`src/rtl/bubble_sort_pkg.sv`:
```
// bubble_sort_pkg
//   Shared definitions for the bubble-sort control block:
//   - one-hot state encoding (bit index constants plus the enum built on them)
//   - default counter width
//   - saturating increment helper used by sat_counter
// Optional feature macro used by the top: BUBBLE_SWAP_COUNT_EN.
package bubble_sort_pkg;

  localparam int CNT_W_DEFAULT = 8;

  // Bit positions of the one-hot state vector; outputs decode single bits.
  localparam int ST_IDLE     = 0;
  localparam int ST_START    = 1;
  localparam int ST_COMPARE  = 2;
  localparam int ST_WR_LO    = 3;
  localparam int ST_WR_HI    = 4;
  localparam int ST_PASS_END = 5;
  localparam int ST_DONE     = 6;
  localparam int NUM_STATES  = 7;

  typedef enum logic [NUM_STATES-1:0] {
    S_IDLE     = 7'b000_0001,
    S_START    = 7'b000_0010,
    S_COMPARE  = 7'b000_0100,
    S_WR_LO    = 7'b000_1000,
    S_WR_HI    = 7'b001_0000,
    S_PASS_END = 7'b010_0000,
    S_DONE     = 7'b100_0000
  } state_t;

  // Increment that sticks at the all-ones value of a 'width'-bit counter.
  function automatic logic [31:0] sat_inc(input logic [31:0] value,
                                          input int unsigned width);
    logic [31:0] max_val;
    max_val = (width >= 32) ? 32'hFFFF_FFFF : ((32'd1 << width) - 32'd1);
    return (value == max_val) ? value : value + 32'd1;
  endfunction

endpackage

```
`src/rtl/array_bubble_sort_control_sat_counter.sv`:
```
// sat_counter
//   Clearable, saturating up-counter.
// Ports:
//   clock  - rising-edge clock
//   reset  - asynchronous active-high reset, count -> 0
//   clear  - synchronous clear (wins over enable)
//   enable - count up by one, holding at all-ones
//   count  - current value [W]
module sat_counter
  import bubble_sort_pkg::*;
#(
  parameter int W = CNT_W_DEFAULT
) (
  input  logic         clock,
  input  logic         reset,
  input  logic         clear,
  input  logic         enable,
  output logic [W-1:0] count
);

  always_ff @(posedge clock or posedge reset) begin
    if (reset) begin
      count <= '0;
    end else if (clear) begin
      count <= '0;
    end else if (enable) begin
      count <= W'(sat_inc(32'(count), W));
    end
  end

endmodule

```
`src/rtl/array_bubble_sort_control.sv`:
```
// array_bubble_sort_control
//   Control FSM for an in-place ascending bubble sort. Repeats full passes over
//   the array until one pass makes no swap, then raises done.
// Ports:
//   clock, reset          - rising-edge clock, asynchronous active-high reset
//   go                    - level start request
//   inversion_found       - A[i] > A[i+1]
//   end_of_array          - i+1 == length
//   zero_length_array     - length == 0
//   load_input            - capture array base/length
//   load_index            - write index register
//   select_index          - index mux: 0 -> load 0, 1 -> load i+1
//   latch_pair            - capture A[i], A[i+1] into temps
//   write_lo / write_hi   - A[i] <- temp hi / A[i+1] <- temp lo
//   done                  - sort complete
//   pass_count [CNT_W]    - passes completed this run
//   swap_count [CNT_W]    - swaps this run (only with BUBBLE_SWAP_COUNT_EN)
//   state                 - one-hot FSM state, for observation
// Handshake: go is a level; a run starts when go is seen in IDLE or DONE, and
// the FSM waits in START until go drops. done stays high until the next go.
// Optional feature macro: BUBBLE_SWAP_COUNT_EN adds swap_count.
module array_bubble_sort_control
  import bubble_sort_pkg::*;
#(
  parameter int CNT_W = CNT_W_DEFAULT
) (
  input  logic             clock,
  input  logic             reset,
  input  logic             go,
  input  logic             inversion_found,
  input  logic             end_of_array,
  input  logic             zero_length_array,
  output logic             load_input,
  output logic             load_index,
  output logic             select_index,
  output logic             latch_pair,
  output logic             write_lo,
  output logic             write_hi,
  output logic             done,
  output logic [CNT_W-1:0] pass_count,
`ifdef BUBBLE_SWAP_COUNT_EN
  output logic [CNT_W-1:0] swap_count,
`endif
  output state_t           state
);

  logic swapped;
  logic cmp_advance;  // COMPARE with an in-order pair: step to i+1
  logic cmp_swap;     // COMPARE with an inversion: latch the pair

  always_ff @(posedge clock or posedge reset) begin
    if (reset) begin
      state   <= S_IDLE;
      swapped <= 1'b0;
    end else begin
      unique case (state)
        S_IDLE: begin
          if (go) state <= S_START;
        end
        S_START: begin
          swapped <= 1'b0;
          if (!go) state <= S_COMPARE;
        end
        S_COMPARE: begin
          if (zero_length_array)    state <= S_DONE;
          else if (end_of_array)    state <= S_PASS_END;
          else if (inversion_found) state <= S_WR_LO;
        end
        S_WR_LO: begin
          state <= S_WR_HI;
        end
        S_WR_HI: begin
          swapped <= 1'b1;
          state   <= S_COMPARE;
        end
        S_PASS_END: begin
          // Another pass only if this one moved something.
          swapped <= 1'b0;
          state   <= swapped ? S_COMPARE : S_DONE;
        end
        S_DONE: begin
          if (go) state <= S_START;
        end
        default: begin
          state <= S_IDLE;
        end
      endcase
    end
  end

  // COMPARE outputs follow the status inputs in the same cycle (priority
  // zero-length > end-of-array > inversion); all others decode one state bit.
  assign cmp_advance  = state[ST_COMPARE] & ~zero_length_array & ~end_of_array
                        & ~inversion_found;
  assign cmp_swap     = state[ST_COMPARE] & ~zero_length_array & ~end_of_array
                        & inversion_found;

  assign load_input   = state[ST_START];
  assign load_index   = state[ST_START] | cmp_advance | state[ST_WR_HI]
                        | (state[ST_PASS_END] & swapped);
  assign select_index = cmp_advance | state[ST_WR_HI];
  assign latch_pair   = cmp_swap;
  assign write_lo     = state[ST_WR_LO];
  assign write_hi     = state[ST_WR_HI];
  assign done         = state[ST_DONE];

  sat_counter #(.W(CNT_W)) u_pass_count (
    .clock  (clock),
    .reset  (reset),
    .clear  (state[ST_START]),
    .enable (state[ST_PASS_END]),
    .count  (pass_count)
  );

`ifdef BUBBLE_SWAP_COUNT_EN
  sat_counter #(.W(CNT_W)) u_swap_count (
    .clock  (clock),
    .reset  (reset),
    .clear  (state[ST_START]),
    .enable (state[ST_WR_HI]),
    .count  (swap_count)
  );
`endif

endmodule

```
`config.mk`:
```
export PLATFORM = sky130hd
export DESIGN_NAME = array_bubble_sort_control
export DESIGN_NICKNAME = d
export VERILOG_FILES = /design/src/rtl/bubble_sort_pkg.sv /design/src/rtl/array_bubble_sort_control_sat_counter.sv /design/src/rtl/array_bubble_sort_control.sv
export SDC_FILE = /design/constraint.sdc
export NUM_CORES = 1
export LEC_CHECK = 0
export ABC_AREA = 1
export CAP_MARGIN = 5
export CORE_MARGIN = 2
export CORE_UTILIZATION = 52
export CTS_BUF_LIST = sky130_fd_sc_hd__clkbuf_16
export CTS_CLUSTER_DIAMETER = 30
export DETAILED_ROUTE_END_ITERATION = 6
export GPL_ROUTABILITY_DRIVEN = 0
export GPL_TIMING_DRIVEN = 1
export PLACE_DENSITY_LB_ADDON = 0.05
export SETUP_SLACK_MARGIN = 0.5
export SYNTH_ARGS = -nofsm -noshare
export SYNTH_HDL_FRONTEND = slang
export SYNTH_HIERARCHICAL = 1
export SYNTH_SLANG_ARGS = --single-unit
```
`constraint.sdc`:
```
create_clock -name clock -period 3.2 [get_ports clock]
set_input_delay 0.8 -clock clock [delete_from_list [all_inputs] [get_ports clock]]
set_output_delay 0.8 -clock clock [all_outputs]
set_load 0.01 [all_outputs]
```
==> impl_metrics.toml <==
[clocking]
cts_root_buf = "clkbuf_16"
cts_made_buffers = 3
holdBufCountCts = 0
clkTransAtPathRegs_ns = 0.05
clockBufferDepth = 2
clkLatencyLatePin_ns = 0.25
cts_tree = "yes"
htree_levels = 1
clock-sinks = 16

[worst_setup_path]
critical_path_class = "in2out"
cp_num_buf_inv = 3
crit_family = "buffers and inverters"
required_ns = 2.40
cp-start-kind = "input port"
crit_slowest_cell = "clkdlybuf4s50_1"
path_cells = "clkdlybuf4s50_1 > inv_1 > nor4_1 > dlygate4sd2_1"
crit_fanout = 3
arrival_ns = 1.83
crit_path_end_kind = "output port"
slowest_delay_ns = 0.45

[grt]
antenna_found_initial = 0
gr-usage-all-layers_pct = 23.26
grt_remaining_overflow = 0
grt_start_max_net_pins = 12
grt_pass1_wl_mm = 4.416
grt_pass1_vias = 976

[floorplan]
design.die.area_mm2 = 0.002494
die_h_um = 49.94
ios = 28
row_count = 16
initial_core_util_pct = 55.37
die_x_um = 49.94
core_region_area_mm2 = 0.001982

[cells_and_area]
antenna_cells = 0
nets = 199
fill_cells = 145
area_growth_pct = 33.87
drive_above_1_share_pct = 16.75
final_util_pct = 74.12

[placed_design]
io_buffers = 27
preCtsSetupSlack_ns = 0.1663
hpwl_mm = 2.008

[routing]
dr_total_vias = 1135
vias_per_cell = 5.206
remaining_drc_errors = 0
dr.pass1.iters = 4
ant_nets = 0
drtIter0Drc = 50
drt-total-wl_mm = 2.626
wl_per_cell_um = 12.05

[timing]
worst_pin_slew_ns = 0.3639
timing.slew.headroom_pct = 75.74
fin_crit_sh_pct = 82.21
rsz0062_at_grt = "no"
finalMaxSlewViolations = 0
fin_worst_skew_ns = 0.001461
tns_ns = 0
fmax_ghz = 0.3801
setup_viol = 0
worst_slack_ns = 0.5693
final.min_clock_period_ns = 2.631
hold_viol_final = 0

[yosys]
netlist_area_mm2 = 0.001097
synth_top_family_by_area = "simple AND/OR/NAND/NOR gates"
synth_area_leader_cell = "dfrtp_1"
yosys.area_share.simple_pct = 45.50
ys_ff_latch = 16
synthDistinctLibCells = 23
synthTopCellsByCount = "nand2_1 (48), inv_1 (20), nand3_1 (20)"
synth.avg_cell_area_um2 = 6.732
synth_area_leaders = "dfrtp_1 (34%), nand2_1 (16%), nand3_1 (9.1%)"
syn_nets = 170
yosysWarnings = 6
async_flop_share_pct = 100.0
synth_compound_area_share_pct = 5.017
synth_edf_count = 0
synth_mux_area_share_pct = 0
synth_top_area_share_pct = 34.21
yosysMostFrequentCell = "nand2_1"
synthAdderAreaFrac_pct = 1.140
ys_seq_area_share_pct = 36.60
synth-xor-area-share_pct = 0
syn_inst = 163
ys.flop_type = "dfrtp_1"

[worst_hold_path]
hp-class = "reg2reg"

[run]
drv_cap = 0

[power_and_ir_drop]
ir_drop_uv = 462.1
pwr_density_cell_mw_per_mm2 = 531.4
p_leak_nw = 0.7756
total_power_mw = 0.7806

[run_status]
run_status = "completed"
[worst paths after layout]
check                                                   from                           endpoint  slack [ns]  depth (start not counted)
setup / recovery                             inversion_found                         latch_pair        0.57                          4
hold / removal                          state[0]$_DFFE_PP1P_               state[0]$_DFFE_PP1P_        0.51                          2
setup reg to reg           u_pass_count/count[0]$_DFFE_PP0P_  u_pass_count/count[3]$_DFFE_PP0P_        1.77                          6
hold reg to reg                         state[0]$_DFFE_PP1P_               state[0]$_DFFE_PP1P_        0.51                          2
max in group asynchronous                              reset               state[0]$_DFFE_PP1P_        2.09                          2
min in group asynchronous                              reset               state[1]$_DFFE_PP0P_        0.83                          2
[per-stage QoR]
stage | cell area, µm² | hold slack [ns] | std cells
6_report | 1469 | 0.5068 | 218
5_1_grt | 1469 | 0.5436 | 218
4_1_cts | 1456 | 0.5059 | 218
3_5_place_dp | 1374 | 0.4983 | 213
3_3_place_gp | 1374 | 0.4850 | 213
2_1_floorplan | 1097 | 0.4912 | 163
[cells by family after synthesis]
family	Yosys count
buf+inv	30
simple gates	106
flops	16
compound gates	10
fa+ha+maj	1
[registers in the layout, summed over array words and instances (netlist names)]
signal              flops
swapped                 1
u_pass_count/count      8
state                   7
[power breakdown]
part	leakage (nW)	switching (mW)	total, mW	internal (mW)
sequential	0.219	0.0330	0.261	0.228
clock	0.0385	0.0804	0.246	0.166
combinational	0.518	0.164	0.274	0.110
[worst register-to-register path, delay by kind of cell, from the launching register on]
| family | cells | cell delay, ns |
|---|---|---|
| AOI/OAI and AO/OA | 1 | 0.33 |
| adders and majority gates | 1 | 0.24 |
| DFF | 1 | 0.42 |
| and+or+nand+nor | 4 | 0.37 |
[metal layers]
layer | GRT usage (%) | wire (µm) | vias up
li1 | - | - | 559
met1 | 34.56 | 1184 | 517
met2 | 34.22 | 1226 | 55
met3 | 3.030 | 186 | 4
met4 | 8.796 | 28 | 0
met5 | 0 | 0 | -
[cells in the final DEF (no fill, tap or decap), types with 2 or more instances in the layout]
cell,netlist,layout
nor2_1,16,16
dlymetal6s2s_1,0,2
nor2_4,2,2
clkdlybuf4s50_1,0,22
o21ai_0,3,3
dfrtp_1,15,15
nand3_1,20,19
buf_4,4,2
nor2_2,6,6
dlygate4sd2_1,0,2
inv_2,5,5
a21oi_1,4,3
o21bai_1,2,2
nand3_2,2,3
inv_1,20,20
clkbuf_16,0,3
nor3_1,2,2
nand2_1,48,47
nand2_2,6,7
[repair_timing]
action	in CTS	in global routing
setup endpoints to repair	3	3
buffers inserted	1	0
resized for setup	3	7
pin swaps	1	0
[layout make-up]
type | count | area, µm² | area share [%]
sequential | 16 | 401.6 | 27.34
inverter | 25 | 93.84 | 6.388
tap | 27 | 33.78 | 2.300
clock inverter | 1 | 3.754 | 0.2555
clock buffer | 3 | 75.07 | 5.111
timing repair buffer | 29 | 282.8 | 19.25
multi-input combinational | 117 | 578.1 | 39.35
No activity file was read; power rests on OpenSTA's default activity.
